### config.mk
export PLATFORM = sky130hd
export DESIGN_NAME = mips_run_ctrl
export DESIGN_NICKNAME = d
export VERILOG_FILES = /design/src/rtl/mips_dbg_pkg.sv /design/src/rtl/mips_probe_mux.sv /design/src/rtl/mips_run_ctrl.sv
export SDC_FILE = /design/constraint.sdc
export NUM_CORES = 1
export LEC_CHECK = 0
export CAP_MARGIN = 20
export CORE_AREA = 8 8 164 166
export CTS_CLUSTER_DIAMETER = 100
export DETAILED_ROUTE_END_ITERATION = 8
export DIE_AREA = 0 0 172 174
export GPL_TIMING_DRIVEN = 0
export HOLD_SLACK_MARGIN = 0.02
export PLACE_DENSITY = 0.66
export SYNTH_ARGS = -nofsm -noshare
export SYNTH_HDL_FRONTEND = slang
export SYNTH_SLANG_ARGS = --single-unit
### constraint.sdc
create_clock -name clk_i -period 1.6 [get_ports clk_i]
set_input_delay 0.4 -clock clk_i [delete_from_list [all_inputs] [get_ports clk_i]]
set_output_delay 0.4 -clock clk_i [all_outputs]
set_load 0.1 [all_outputs]
### src/rtl/mips_dbg_pkg.sv
// +----------------------------------------------------------------------------+
// | mips_dbg_pkg : shared types and width helpers for the MIPS run controller. |
// | Rev 1.0                                                                    |
// +----------------------------------------------------------------------------+
`default_nettype none

package mips_dbg_pkg;

  localparam int STATE_W = 2;

  typedef enum logic [STATE_W-1:0] {
    ST_HALTED = 2'd0,
    ST_LOAD   = 2'd1,
    ST_RUN    = 2'd2,
    ST_STEP   = 2'd3
  } state_e;

  // Index width that stays >= 1 even for a single-entry structure.
  function automatic int idx_w(input int n);
    return (n > 1) ? $clog2(n) : 1;
  endfunction

endpackage

`default_nettype wire

### src/rtl/mips_probe_mux.sv
// +----------------------------------------------------------------------------+
// | mips_probe_mux : NCH:1 registered probe selector, out-of-range select -> 0.|
// | Rev 1.0                                                                    |
// +----------------------------------------------------------------------------+
`default_nettype none

module mips_probe_mux #(
  parameter int DATA_W = 32,
  parameter int NCH    = 8,
  parameter int SW     = 3
) (
  input  logic                  clk_i,
  input  logic                  rst_ni,
  input  logic [NCH*DATA_W-1:0] probe_i,
  input  logic [SW-1:0]         slct_i,
  output logic [DATA_W-1:0]     result_o
);

  logic [DATA_W-1:0] result_d;
  logic [DATA_W-1:0] result_q;

  always_comb begin
    result_d = '0;
    for (int k = 0; k < NCH; k++) begin
      if (slct_i == SW'(k)) result_d = probe_i[k*DATA_W +: DATA_W];
    end
  end

  always_ff @(posedge clk_i or negedge rst_ni) begin
    if (!rst_ni) result_q <= '0;
    else         result_q <= result_d;
  end

  assign result_o = result_q;

endmodule

`default_nettype wire

### src/rtl/mips_run_ctrl.sv
// +----------------------------------------------------------------------------+
// | mips_run_ctrl : IMEM loader, run/step/halt sequencer, cycle counter and    |
// | probe readout. Optional breakpoint unit: RUN_CTRL_BREAKPOINT_EN.           |
// | Rev 1.0                                                                    |
// +----------------------------------------------------------------------------+
`default_nettype none

module mips_run_ctrl
  import mips_dbg_pkg::*;
#(
  parameter int DATA_W     = 32,
  parameter int NCH        = 8,
  parameter int IMEM_DEPTH = 64,
  parameter int AW         = idx_w(IMEM_DEPTH),
  parameter int SW         = idx_w(NCH)
) (
  input  logic                  clk_i,
  input  logic                  rst_ni,
  input  logic                  load_req_i,
  input  logic                  load_valid_i,
  input  logic                  load_last_i,
  input  logic [DATA_W-1:0]     load_data_i,
  output logic                  load_ready_o,
  input  logic                  run_i,
  input  logic                  step_i,
  input  logic                  halt_i,
  input  logic [DATA_W-1:0]     pc_i,
  input  logic [NCH*DATA_W-1:0] probe_i,
  input  logic [SW-1:0]         slct_i,
  output logic                  core_en_o,
  output logic                  core_rst_n_o,
  output logic                  imem_we_o,
  output logic [AW-1:0]         imem_addr_o,
  output logic [DATA_W-1:0]     imem_wdata_o,
  output logic [DATA_W-1:0]     result_o,
  output logic [STATE_W-1:0]    state_o,
  output logic [DATA_W-1:0]     cycle_cnt_o
`ifdef RUN_CTRL_BREAKPOINT_EN
  ,
  input  logic [DATA_W-1:0]     bkpt_addr_i,
  input  logic                  bkpt_arm_i,
  output logic                  bkpt_hit_o
`endif
);

  localparam logic [AW-1:0] LAST_ADDR = AW'(IMEM_DEPTH - 1);

  state_e              state_q, state_d;
  logic [AW-1:0]       load_cnt_q;
  logic [AW-1:0]       imem_addr_q;
  logic [DATA_W-1:0]   imem_wdata_q;
  logic                imem_we_q;
  logic                core_rst_n_q;
  logic [DATA_W-1:0]   cycle_cnt_q;
  logic                accept;
  logic                bkpt_match;
  logic                load_start;

  assign accept     = load_ready_o && load_valid_i;
  assign load_start = (state_q == ST_HALTED) && (state_d == ST_LOAD);

`ifdef RUN_CTRL_BREAKPOINT_EN
  logic first_run_q;
  logic bkpt_hit_q;

  // The first RUN cycle is masked so a restart from the breakpoint PC proceeds.
  assign bkpt_match = (state_q == ST_RUN) && bkpt_arm_i && !first_run_q &&
                      (pc_i == bkpt_addr_i);

  always_ff @(posedge clk_i or negedge rst_ni) begin
    if (!rst_ni) begin
      first_run_q <= 1'b1;
      bkpt_hit_q  <= 1'b0;
    end else begin
      first_run_q <= (state_q != ST_RUN);
      if (bkpt_match)
        bkpt_hit_q <= 1'b1;
      else if ((state_q == ST_HALTED) && ((state_d == ST_RUN) || (state_d == ST_STEP)))
        bkpt_hit_q <= 1'b0;
    end
  end

  assign bkpt_hit_o = bkpt_hit_q;
`else
  assign bkpt_match = 1'b0;
`endif

  always_ff @(posedge clk_i or negedge rst_ni) begin
    if (!rst_ni) state_q <= ST_HALTED;
    else         state_q <= state_d;
  end

  always_comb begin
    state_d = state_q;
    case (state_q)
      ST_HALTED: begin
        if (load_req_i)  state_d = ST_LOAD;
        else if (run_i)  state_d = ST_RUN;
        else if (step_i) state_d = ST_STEP;
      end
      ST_LOAD: begin
        if (accept && (load_last_i || (load_cnt_q == LAST_ADDR))) state_d = ST_HALTED;
      end
      ST_RUN: begin
        if (halt_i || !run_i || bkpt_match) state_d = ST_HALTED;
      end
      ST_STEP: state_d = ST_HALTED;
      default: state_d = ST_HALTED;
    endcase
  end

  always_comb begin
    core_en_o    = 1'b0;
    load_ready_o = 1'b0;
    case (state_q)
      ST_LOAD: load_ready_o = 1'b1;
      ST_RUN:  core_en_o    = !bkpt_match;
      ST_STEP: core_en_o    = 1'b1;
      default: ;
    endcase
  end

  // The load counter parks at the last address; leaving LOAD stops acceptance.
  always_ff @(posedge clk_i or negedge rst_ni) begin
    if (!rst_ni) begin
      load_cnt_q   <= '0;
      imem_addr_q  <= '0;
      imem_wdata_q <= '0;
      imem_we_q    <= 1'b0;
      core_rst_n_q <= 1'b0;
      cycle_cnt_q  <= '0;
    end else begin
      imem_we_q    <= accept;
      core_rst_n_q <= (state_d != ST_LOAD);
      if (accept) begin
        imem_addr_q  <= load_cnt_q;
        imem_wdata_q <= load_data_i;
        if (load_cnt_q != LAST_ADDR) load_cnt_q <= load_cnt_q + 1'b1;
      end else if (load_start) begin
        load_cnt_q <= '0;
      end
      if (load_start)     cycle_cnt_q <= '0;
      else if (core_en_o) cycle_cnt_q <= cycle_cnt_q + 1'b1;
    end
  end

  mips_probe_mux #(
    .DATA_W (DATA_W),
    .NCH    (NCH),
    .SW     (SW)
  ) u_probe_mux (
    .clk_i    (clk_i),
    .rst_ni   (rst_ni),
    .probe_i  (probe_i),
    .slct_i   (slct_i),
    .result_o (result_o)
  );

  assign imem_we_o    = imem_we_q;
  assign imem_addr_o  = imem_addr_q;
  assign imem_wdata_o = imem_wdata_q;
  assign core_rst_n_o = core_rst_n_q;
  assign cycle_cnt_o  = cycle_cnt_q;
  assign state_o      = state_q;

endmodule

`default_nettype wire

# Word-level counts from Yosys, hierarchy flattened
# Index checks and enable logic that the tools add are counted.
op_classes:
  n_addsub: 2
  eq_ne: 15
  mux: 21
  reduce_logical: 12
op_table:
  columns: ["cell", "n"]
  rows:
  - ["2-to-1 mux 32 bit", 10]
  - ["adder 32 x 1 -> 32 bit (second input constant)", 1]
  - ["2-to-1 mux 6 bit", 3]
  - ["equality test 3 bit (second input constant)", 4]
  - ["2-to-1 mux 2 bit", 5]
  - ["one-hot mux 2 bit (4 select lines)", 1]
  - ["adder 6 x 1 -> 6 bit (second input constant)", 1]
  - ["equality test 3 x 2 -> 1 bit (second input constant)", 2]
  - ["equality test 6 bit (second input constant)", 1]
  - ["inequality test 6 bit (second input constant)", 1]
  - ["equality test 2 x 1 -> 1 bit (second input constant)", 2]
  - ["equality test 2 bit (second input constant)", 2]
  - ["inequality test 2 x 1 -> 1 bit (second input constant)", 2]
  - ["nonzero test 2 bit", 2]
  - ["equality test 3 x 1 -> 1 bit (second input constant)", 1]
  - ["logical AND 1 bit", 3]
  - ["logical NOT 3 bit", 1]
  - ["logical NOT 2 bit", 1]
  - ["logical OR 1 bit", 2]
  - ["2-to-1 mux 1 bit", 2]
  - ["AND reduction 2 bit", 1]
  - ["OR reduction 2 bit", 1]
  - ["logical NOT 1 bit", 1]
totals:
  regBits: 112
  inputBits: 331
  output_inout_bits: 108
  wordCells: 58

# Depth between registers and ports, before layout
logic_depth:
  word_depth: 10
  depth_mapped: 8
  depth_no_buf: 5

# Hierarchy
# A second synthesis with hierarchy kept.
hier_totals:
  cells_unflattened: 795
  area_unflattened_um2: 7114.3
modules_own_cells:
  columns: ["mod", "instances", "cells_per_inst", "area_per_inst_um2", "seq_area_each_um2"]
  rows:
  - ["mips_run_ctrl", 1, 385, 3687.3, 2001.9]
  - ["mips_probe_mux", 1, 410, 3427.0, 800.8]

# Worst setup path after synthesis
# OpenSTA, ideal clock, no wires.
synth_timing:
  kind: "flip-flop to output port"
  startpoint: "register state_q[1] (netlist: state_o[1])"
  endpoint: "output load_ready_o"
  arrival_ns: 2.710
  t_required_ns: 1.200
  slack_ns: -1.510
  path_stages_with_launch: 4
  path_buffers: 2
  path_cell_list: "dfrtp_1 buf_2 buf_1 nor2b_1"
synth_via:
  elab_chain_cells: 2
synth_lines:
  columns: ["item", "line", "source"]
  rows:
  - ["from (decl)", "mips_run_ctrl.sv:48", "state_e state_q, state_d;"]
  - ["from (signal assigned)", "mips_run_ctrl.sv:90", "else state_q <= state_d;"]
  - ["equality test 2 x 1 -> 1 bit", "mips_run_ctrl.sv:115", "case (state_q)"]
  - ["2-to-1 mux 1 bit", "mips_run_ctrl.sv:115", null]
  - ["to (decl)", "mips_run_ctrl.sv:23", "output logic load_ready_o,"]
# No other way between the ends.

# Worst setup path in the final report
# Ends and elaborated chain as after synthesis.

==> out/results.ini <==
[status]
status=complete, but fails checks
violations=setup timing

[flow_run]
drv_cap=0

[timing]
finClkSkew_ps=13.2
max_slew_margin_pct=57.7
fin_crit_ps=1820
clock.fmax_mhz=549
fin_ws_ps=-223
setup_tns_ps=-345
setup_viol=3
drv_slew=0
worst_pin_slew_ps=635
period_share_pct=114
final_hold_viol_count=0
whs_ps=474
rsz0062_at_grt=true

[floorplan]
start_util_pct=26.9
design.core.area_um2=24500
die_h_um=174
die-area_um2=29900
io-pin-count=439
die_x_um=172
num_rows=58

[synth]
synth-main-ff-cell=dfrtp_1
synth-edff-count=0
yosysTopAreaCell=dfrtp_1
synth_most_common_cell=nand2_1
syn_area_per_cell_um2=8.81
ys_warn_count=0
ys_seq_area_share_pct=42.6
synth.area.top_cells=dfrtp_1 (43%), nand2_1 (11%), mux2i_1 (9.0%)
synth_top_cell_area_share_pct=42.6
ys_seq_elements=112
synth_cells=748
synth_commonest_cells=nand2_1 (195), dfrtp_1 (112), nor2_1 (96)
yosysUniqueCellTypes=51
synthesis.area_um2=6590
syn-num-nets=1081
synth_async_sr_flop_share_pct=100

[clocking]
clk_latency_ps=370
cts_buffers=9
root_buffer=clkbuf_16
cts_tree=yes
clk_pin_slew_ps=80
clock_sinks=112
cts_buffer_depth=2
h-tree-depth=3

[global_routing]
grt_usage_pct=22.1
grt_pass1_wl_um=49500
overflow=0
antenna_found_initial=16
grt_pass1_vias=7934
grt_max_degree=78

[worst_setup_path]
setup.worst_path.class=reg -> out
critical_path_arrival_ps=1420
cp_max_fo=3
cp_data_required_time_ps=1200
crit_path_cell_trace=buf_8 > buf_12 > nor2b_4 > buf_12
cp_slowest_cell=dfrtp_4
crit_top_cell=buf_12
worstSetupEndpointType=primary output
start_kind=flop
cpPeakStageDelay_ps=510

[hold_path]
hp-class=reg -> reg

[placement]
dpl_cell_area_um2=11300
io_buffers=405
dpl.hpwl_um=27500
place_congestion=0.938

[route]
wl_per_cell_um=22.2
vias_per_cell=4.90
drt_iter0_drc=444
drc_errors=0
drtPass1Iterations=5
num_vias=7459
antenna_left=0
drt_wl_total_um=33800

[final_layout]
nets=1513
drive_above_1_share_pct=22.7
finalInstanceArea_um2=11700
syn_to_final_growth_pct=77.4

[pwr]
internal_power_mw=6.33
seqPwrFrac_pct=28.5
p_clk_share_pct=18.3
p_switching_mw=6.63
power_frac_comb_pct=53.2
vdd_ir_drop_max_mv=0.691
p_leak_nw=5.22
p_total_mw=13.0
power.density_nw_per_um2=1110
p_sw_share_pct=51.1

-- cell usage in the layout (no fill, tap or decap), types with 4 or more instances in the layout --
cell type / netlist / final
buf_8: 0 / 5
buf_12: 0 / 4
clkdlybuf4s50_1: 0 / 294
a22o_1: 28 / 28
dfrtp_4: 0 / 26
mux4_2: 4 / 4
clkbuf_4: 0 / 27
mux2i_1: 59 / 58
dfrtp_1: 112 / 81
buf_4: 1 / 58
buf_6: 4 / 15
diode_2: 0 / 6
a221oi_2: 0 / 6
nand4_1: 18 / 18
o21ai_0: 10 / 10
o21ai_1: 27 / 27
clkbuf_16: 0 / 9
nand3_1: 10 / 8
xor2_1: 6 / 6
clkbuf_2: 0 / 6
xnor2_1: 8 / 8
nor2_1: 96 / 95
buf_2: 25 / 60
nor4_4: 1 / 6
dfrtp_2: 0 / 5
clkbuf_1: 23 / 4
o2bb2ai_1: 28 / 28
inv_1: 6 / 5
a221oi_1: 28 / 22
and3_1: 5 / 4
nand2_1: 195 / 194
-- critical path, delay by kind of cell (launching register included) --
family	cells	cell delay [ps]
buffers and inverters	3	440
flip-flops	1	510
AND/OR/NAND/NOR	1	120
-- flip-flops by register name, indices dropped and copies added (netlist names) --
| register | flops |
|---|---|
| imem_we_o | 1 |
| imem_addr_o | 6 |
| load_cnt_q | 6 |
| imem_wdata_o | 32 |
| state_o | 2 |
| u_probe_mux.result_o | 32 |
| cycle_cnt_o | 32 |
| core_rst_n_o | 1 |
-- power by group through the flow --
| stage | clock network, mW | registers, mW | logic (mW) |
|---|---|---|---|
| 2_1_floorplan | 0 | 7.22 | 1.16 |
| 3_3_place_gp | 0 | 3.76 | 6.92 |
| 3_5_place_dp | 0 | 3.78 | 6.97 |
| 4_1_cts | 2.47 | 3.68 | 6.76 |
| 5_1_grt | 2.55 | 3.76 | 7.19 |
| 6_report | 2.37 | 3.69 | 6.90 |
-- final timing paths --
path | start | endpoint | slack, ps | cells past startpoint
setup / recovery | state_o[1] | load_ready_o | -220 | 4
min in group asynchronous | rst_ni | cycle_cnt_o[7] | 510 | 2
setup reg to reg | state_o[1] | load_cnt_q[3] | -10 | 6
hold reg to reg | imem_wdata_o[29] | imem_wdata_o[29] | 470 | 2
max in group asynchronous | rst_ni | cycle_cnt_o[20] | 320 | 3
hold / removal | imem_wdata_o[29] | imem_wdata_o[29] | 470 | 2
-- cell families after synthesis --
group	Yosys count	synth area share, %
AND/OR/NAND/NOR	360	24.7
AO/OA/AOI/OAI	135	15.6
flip-flops	112	42.6
multiplexers	63	10.3
buffers and inverters	62	4.52
XOR/XNOR	14	1.86
adder cells (fa/ha/maj)	2	0.380
-- routing by layer --
metal	GRT usage, %	part of all wire [%]	up-vias
li1	-	-	3504
met1	23.3	36	3547
met2	39.8	52	323
met3	7.78	8.4	65
met4	7.44	3.2	20
met5	0	0.38	-
-- what timing repair did --
item / in CTS / in global routing
endpoints found under the hold margin: 35 / 0
gates resized for setup: 639 / 72
buffers inserted: 10 / 6
hold buffers: 1 / 0
setup endpoints to repair: 193 / 91
pin swaps: 5 / 11
-- cell type report --
type / count / area, um2
Tap cell: 330 / 413
Clock buffer: 9 / 225
Buffer: 54 / 444
Fill cell: 2468 / 12800
Inverter: 6 / 22.5
Clock inverter: 7 / 75.1
Multi-Input combinational cell: 574 / 3720
Timing Repair Buffer: 423 / 3870
Sequential cell: 112 / 2910
Antenna cell: 6 / 15.0
-- stage by stage --
step	utilization, %	setup slack, ps	instances
after detailed placement	46.1	-980	1484
after floorplan	-	-278	748
after CTS	46.6	-255	1509
final	47.6	-223	1521
after global placement	46.0	-5630	1483
after global routing	47.6	-256	1521
(Power assumes the default switching activity.)
